==> src/rtl/debug_dump.sv <==
// Debug frame dumper: on halt, captures PC and cycle count and streams
// HEADER + PC + count as a byte frame through a handshaked UART transmitter.
module debug_dump #(
    parameter logic [7:0]  HEADER   = 8'hA5,
    parameter int unsigned LAST_IDX = 8
) (
    input  logic        i_clk,
    input  logic        i_rst,
    input  logic        i_Halt,
    input  logic [31:0] i_pc,
    input  logic [31:0] i_clk_counter,
    input  logic        i_tx_done,
    output logic        o_tx_start,
    output logic [7:0]  o_tx_data,
    output logic        o_busy,
    output logic        o_dump_done
);

    localparam int unsigned IDX_W  = 4;
    localparam int unsigned WORD_W = 32;
    localparam int unsigned BYTE_W = 8;

    typedef enum logic [1:0] {
        IDLE = 2'd0,
        SEND = 2'd1,
        WAIT = 2'd2,
        DONE = 2'd3
    } state_t;

    state_t              state_q, state_d;
    logic [IDX_W-1:0]    idx_q, idx_d;
    logic [WORD_W-1:0]   pc_q, pc_d;
    logic [WORD_W-1:0]   cnt_q, cnt_d;
    logic                tx_start_q, tx_start_d;
    logic [BYTE_W-1:0]   tx_data_q, tx_data_d;
    logic                busy_q, busy_d;
    logic                dump_done_q, dump_done_d;

    // Frame byte at a given index: header, PC MSB-first, count MSB-first.
    function automatic logic [BYTE_W-1:0] byte_sel(
        input logic [IDX_W-1:0]  idx,
        input logic [WORD_W-1:0] pc,
        input logic [WORD_W-1:0] cnt
    );
        case (idx)
            4'd0:    byte_sel = HEADER;
            4'd1:    byte_sel = pc[31:24];
            4'd2:    byte_sel = pc[23:16];
            4'd3:    byte_sel = pc[15:8];
            4'd4:    byte_sel = pc[7:0];
            4'd5:    byte_sel = cnt[31:24];
            4'd6:    byte_sel = cnt[23:16];
            4'd7:    byte_sel = cnt[15:8];
            4'd8:    byte_sel = cnt[7:0];
            default: byte_sel = 8'h00;
        endcase
    endfunction

    // Next-state and next-output logic; outputs are decided one cycle ahead
    // so the registered o_tx_start coincides with the SEND state.
    always_comb begin
        state_d    = state_q;
        idx_d      = idx_q;
        pc_d       = pc_q;
        cnt_d      = cnt_q;
        tx_start_d = 1'b0;
        tx_data_d  = tx_data_q;

        case (state_q)
            IDLE: begin
                if (i_Halt) begin
                    pc_d       = i_pc;
                    cnt_d      = i_clk_counter;
                    idx_d      = '0;
                    state_d    = SEND;
                    tx_start_d = 1'b1;
                    tx_data_d  = byte_sel('0, i_pc, i_clk_counter);
                end
            end
            SEND: begin
                state_d = WAIT;
            end
            WAIT: begin
                if (i_tx_done) begin
                    if (idx_q == IDX_W'(LAST_IDX)) begin
                        state_d = DONE;
                    end else begin
                        idx_d      = idx_q + IDX_W'(1);
                        state_d    = SEND;
                        tx_start_d = 1'b1;
                        tx_data_d  = byte_sel(idx_q + IDX_W'(1), pc_q, cnt_q);
                    end
                end
            end
            DONE: begin
                state_d = DONE;
            end
            default: begin
                state_d = IDLE;
            end
        endcase

        busy_d      = (state_d == SEND) || (state_d == WAIT);
        dump_done_d = (state_d == DONE);
    end

    // State and output registers with synchronous reset.
    always_ff @(posedge i_clk) begin
        if (i_rst) begin
            state_q     <= IDLE;
            idx_q       <= '0;
            pc_q        <= '0;
            cnt_q       <= '0;
            tx_start_q  <= 1'b0;
            tx_data_q   <= '0;
            busy_q      <= 1'b0;
            dump_done_q <= 1'b0;
        end else begin
            state_q     <= state_d;
            idx_q       <= idx_d;
            pc_q        <= pc_d;
            cnt_q       <= cnt_d;
            tx_start_q  <= tx_start_d;
            tx_data_q   <= tx_data_d;
            busy_q      <= busy_d;
            dump_done_q <= dump_done_d;
        end
    end

    assign o_tx_start  = tx_start_q;
    assign o_tx_data   = tx_data_q;
    assign o_busy      = busy_q;
    assign o_dump_done = dump_done_q;

endmodule

==> config.mk <==
export PLATFORM = sky130hd
export DESIGN_NAME = debug_dump
export DESIGN_NICKNAME = d
export VERILOG_FILES = /design/src/rtl/debug_dump.sv
export SDC_FILE = /design/constraint.sdc
export NUM_CORES = 1
export LEC_CHECK = 0
export BUFFER_PORTS_ARGS = -buffer_cell sky130_fd_sc_hd__buf_4
export CAP_MARGIN = 30
export CORE_UTILIZATION = 54
export DETAILED_ROUTE_END_ITERATION = 12
export HOLD_SLACK_MARGIN = 0.05
export PLACE_DENSITY = 0.8
export SYNTH_ARGS = -nofsm -noshare
export SYNTH_HDL_FRONTEND = slang
export SYNTH_SLANG_ARGS = --single-unit
export TNS_END_PERCENT = 100
==> constraint.sdc <==
create_clock -name i_clk -period 2.4 [get_ports i_clk]
set_input_delay 0 -clock i_clk [delete_from_list [all_inputs] [get_ports i_clk]]
set_output_delay 0 -clock i_clk [all_outputs]
set_load 0.1 [all_outputs]
==> results.ini <==
[clocking]
cts_max_level=3
numCtsBuffers=9
clock_sinks=81
ctsLongestPathBuffers=2
postCtsSetupRepairBufs=0
clk-insertion-delay-late_ns=0.35
tritoncts=built
clkSlewWorstSetupHoldPaths_ns=0.08
cts-root-buf=sky130_fd_sc_hd__clkbuf_8

[setup_path]
cpLargestDelayFamily=compound AO/OA/AOI/OAI gates
r2r_cells=7
critical_path.cell_chain=ha_1 -> buf_4 -> xnor2_1 -> and2_1 -> a211o_1 -> o21ai_2 -> a22oi_1
critical_path_arrival_ns=2.46
timing.rr.end=o_tx_data[1]$_SDFFE_PP0P_
timing.setup.critical_path_class=flip-flop to flip-flop
path_max_fanout=10
worst_path_largest_cell_delay_ns=0.52
critical_path.endpoint=o_tx_data[1]$_SDFFE_PP0P_
startpoint_type_of_the_worst_setup_path=flip-flop
setup.worst_path.end_class=flip-flop
worstPathBufferInverterCount=1
timing.critical_path.from=idx_q[1]$_SDFFE_PP0P_
r2r_start=idx_q[1]$_SDFFE_PP0P_
timing.critical_path.depth=7
worst_path_max_delay_cell=sky130_fd_sc_hd__dfxtp_1
crit_required_ns=2.62
register_to_register_setup_slack_ns=0.17

[global_route]
gr-usage-met2_pct=58.0
most_used_layer_global_route=met2
grtUsageMet3_pct=7.49
grt_antenna_before_repair=0
maximum_number_of_pins_on_one_net_before_global_route_repair=44
overflow=0
grt_pass1_vias=3865
total_routing_resource_utilization_after_global_routing_pct=33.7
globalRouteMet1Util_pct=41.3
grt_first_pass_wirelength_um=19100

[sta]
final_setup_fails=0
rsz0062_at_grt=false
layout_min_cycle_time_ns=2.23
setup_total_negative_slack_ns=0
final-max-slew-violation-count=0
share_of_the_clock_period_used_by_the_worst_path_pct=92.9
final.setup.worst_slack_ns=0.170
fin_hold_ws_ns=0.0839
skew_ns=0.00916
tightestPinTransition_ns=0.583
timing.final.hold_violations=0
achievable-frequency_mhz=448
maxSlewHeadroom_pct=61.1

[logic_synthesis]
synth.area.mux_share_pct=1.50
synth_enable_flop_cells=0
synth-async-reset-ratio_pct=0
synthSimpleGateAreaFrac_pct=23.2
synth_top_family_by_area=compound AO/OA/AOI/OAI gates
yosys-top-cells-area=sky130_fd_sc_hd__dfxtp_1 43%, sky130_fd_sc_hd__nand2_1 16%, sky130_fd_sc_hd__a21oi_1 8.9%
synth_seq_area_share_pct=43.1
netlist_area_mm2=0.00376
synthAdderAreaFrac_pct=2.00
synth_area_leader_cell=sky130_fd_sc_hd__dfxtp_1
syn-mean-instance-area_um2=7.85
synthesis.nets=553
top_cells_by_count_synth=156 x sky130_fd_sc_hd__nand2_1, 81 x sky130_fd_sc_hd__dfxtp_1, 67 x sky130_fd_sc_hd__a21oi_1, 21 x sky130_fd_sc_hd__clkbuf_1, 18 x sky130_fd_sc_hd__a22oi_1
synth_compound_gate_area_share_pct=24.4
xor_and_xnor_area_share_after_synthesis_pct=0.233
number_of_instances_in_the_synthesized_netlist=479
netlist-cell-type-count=54
top_count_cell_post_synth=sky130_fd_sc_hd__nand2_1
synthDominantCellAreaShare_pct=43.1
synth_seq_cells=81
yosysWarnings=0
synth_ff_type=sky130_fd_sc_hd__dfxtp_1

[place]
port_buffers=78
place_inst=613
dp_hpwl_um=7390
placement.setup.worst_slack_ns=0.113
place_congestion=1.01

[pwr]
power_per_cell_area_mw_per_mm2=601
static_leakage_nw=2.10
maximum_vdd_drop_uv=434
pwr-share-comb_pct=18.4
p_int_mw=2.28
power_frac_clock_pct=34.4
power.share.switching_pct=28.2
power.switching_mw=0.893
total_power_mw=3.17
seq_power_share_pct=47.2

[routing]
drtPass1Iterations=7
wl_um=11800
drt_drc_violations_left=0
vias=3989
drt-initial-drc-count=368
wire_per_inst_um=17.1
ant_nets=0
detail_route.vias_per_cell=5.76

[die]
top_level_ports=79
die_width_um=85.5
core_area_mm2=0.00676
chipHeight_um=85.5
starting_density_pct=55.7
row_count=30
die_area_mm2=0.00730

[run]
cap_violations=0

[run_status]
run_status=finished, final reports clean

[worst_hold_path]
hold_class=input port to flip-flop

[layout]
drive_above_1_share_pct=20.6
fin_cells=693
insertedDiodeCount=0
flow.area_growth_from_synthesis_pct=40.2
final_nets=683

timing repair:
action                     in CTS  in global routing
hold endpoints to repair       65                  0
setup endpoints to repair       0                  9
hold buffers                   65                  0
gates resized for setup         0                  2
metal layers:
metal | share of wire (%) | vias up
met3 | 6.7 | 28
met5 | 0 | -
met1 | 40 | 1864
li1 | - | 1921
met4 | 2.6 | 0
met2 | 50 | 176
per-stage QoR:
| stage | utilization, % | cell area, um^2 |
|---|---|---|
| 6_report | 78.0 | 5270 |
| 5_1_grt | 78.0 | 5270 |
| 4_1_cts | 78.0 | 5270 |
| 3_5_place_dp | 65.1 | 4400 |
| 3_3_place_gp | 65.1 | 4400 |
| 2_1_floorplan | - | 3760 |
cell families (layout without fill, tap and decap cells):
kind of cell	count (synthesis)	after routing
compound gates	138	138
fa+ha+maj	6	6
buf+inv	46	180
simple gates	202	202
xor+xnor	1	1
flops	81	81
mux	5	5
worst reg2reg max path: cells and delay by family (launching register included):
family / cells / cell delay, ns
xor+xnor: 1 / 0.09
simple gates: 1 / 0.24
compound gates: 3 / 0.62
flops: 1 / 0.52
fa+ha+maj: 1 / 0.41
buf+inv: 1 / 0.21
power by group through the flow:
stage               registers [mW]  clock network, mW  logic, mW
floorplan                     1.58                  0      0.242
global placement              1.52                  0      0.474
detailed placement            1.53                  0      0.484
CTS                           1.50               1.10      0.569
global route                  1.51               1.15      0.630
finish                        1.50               1.09      0.584
layout by cell type, fill, tap and decap left out, types with 3 or more instances in the layout:
cell type	n
sky130_fd_sc_hd__ha_1	5
sky130_fd_sc_hd__inv_1	4
sky130_fd_sc_hd__a211oi_1	5
sky130_fd_sc_hd__nor3_1	7
sky130_fd_sc_hd__dfxtp_1	80
sky130_fd_sc_hd__nor2_1	13
sky130_fd_sc_hd__nor2b_1	5
sky130_fd_sc_hd__a21oi_1	67
sky130_fd_sc_hd__nand2_1	156
sky130_fd_sc_hd__a311oi_1	5
sky130_fd_sc_hd__a22o_1	4
sky130_fd_sc_hd__a31oi_1	6
sky130_fd_sc_hd__clkbuf_8	9
sky130_fd_sc_hd__dlygate4sd3_1	65
sky130_fd_sc_hd__o21ai_0	4
sky130_fd_sc_hd__a32oi_1	5
sky130_fd_sc_hd__a22oi_1	18
sky130_fd_sc_hd__o21ai_1	3
sky130_fd_sc_hd__buf_4	94
sky130_fd_sc_hd__a222oi_1	4
worst min path at each step:
stage | start | to | slack [ns] | cells past startpoint
detailed placement | i_pc[20] | pc_q[20]$_SDFFE_PP0P_ | 0.26 | 3
floorplan | i_pc[3] | pc_q[3]$_SDFFE_PP0P_ | 0.14 | 2
global placement | i_clk_counter[8] | cnt_q[8]$_SDFFE_PP0P_ | 0.25 | 3
global route | i_rst | idx_q[2]$_SDFFE_PP0P_ | 0.09 | 2
CTS | i_rst | idx_q[1]$_SDFFE_PP0P_ | 0.08 | 2
finish | i_rst | idx_q[1]$_SDFFE_PP0P_ | 0.08 | 2
flip-flops by register name (all words and copies together), names as in the netlist:
name         flops
cnt_q           32
idx_q            4
o_busy           1
o_dump_done      1
o_tx_data        8
o_tx_start       1
pc_q            32
state_q          2
layout make-up:
| class | instances | area [um^2] |
|---|---|---|
| Fill cell | 476 | 1480 |
| Tap cell | 80 | 100 |
| Inverter | 5 | 18.8 |
| Multi-Input combinational cell | 352 | 1940 |
| Sequential cell | 81 | 1620 |
| Clock buffer | 9 | 124 |
| Timing Repair Buffer | 160 | 1380 |
| Clock inverter | 6 | 92.6 |
No activity file was read; power rests on OpenSTA's default activity.
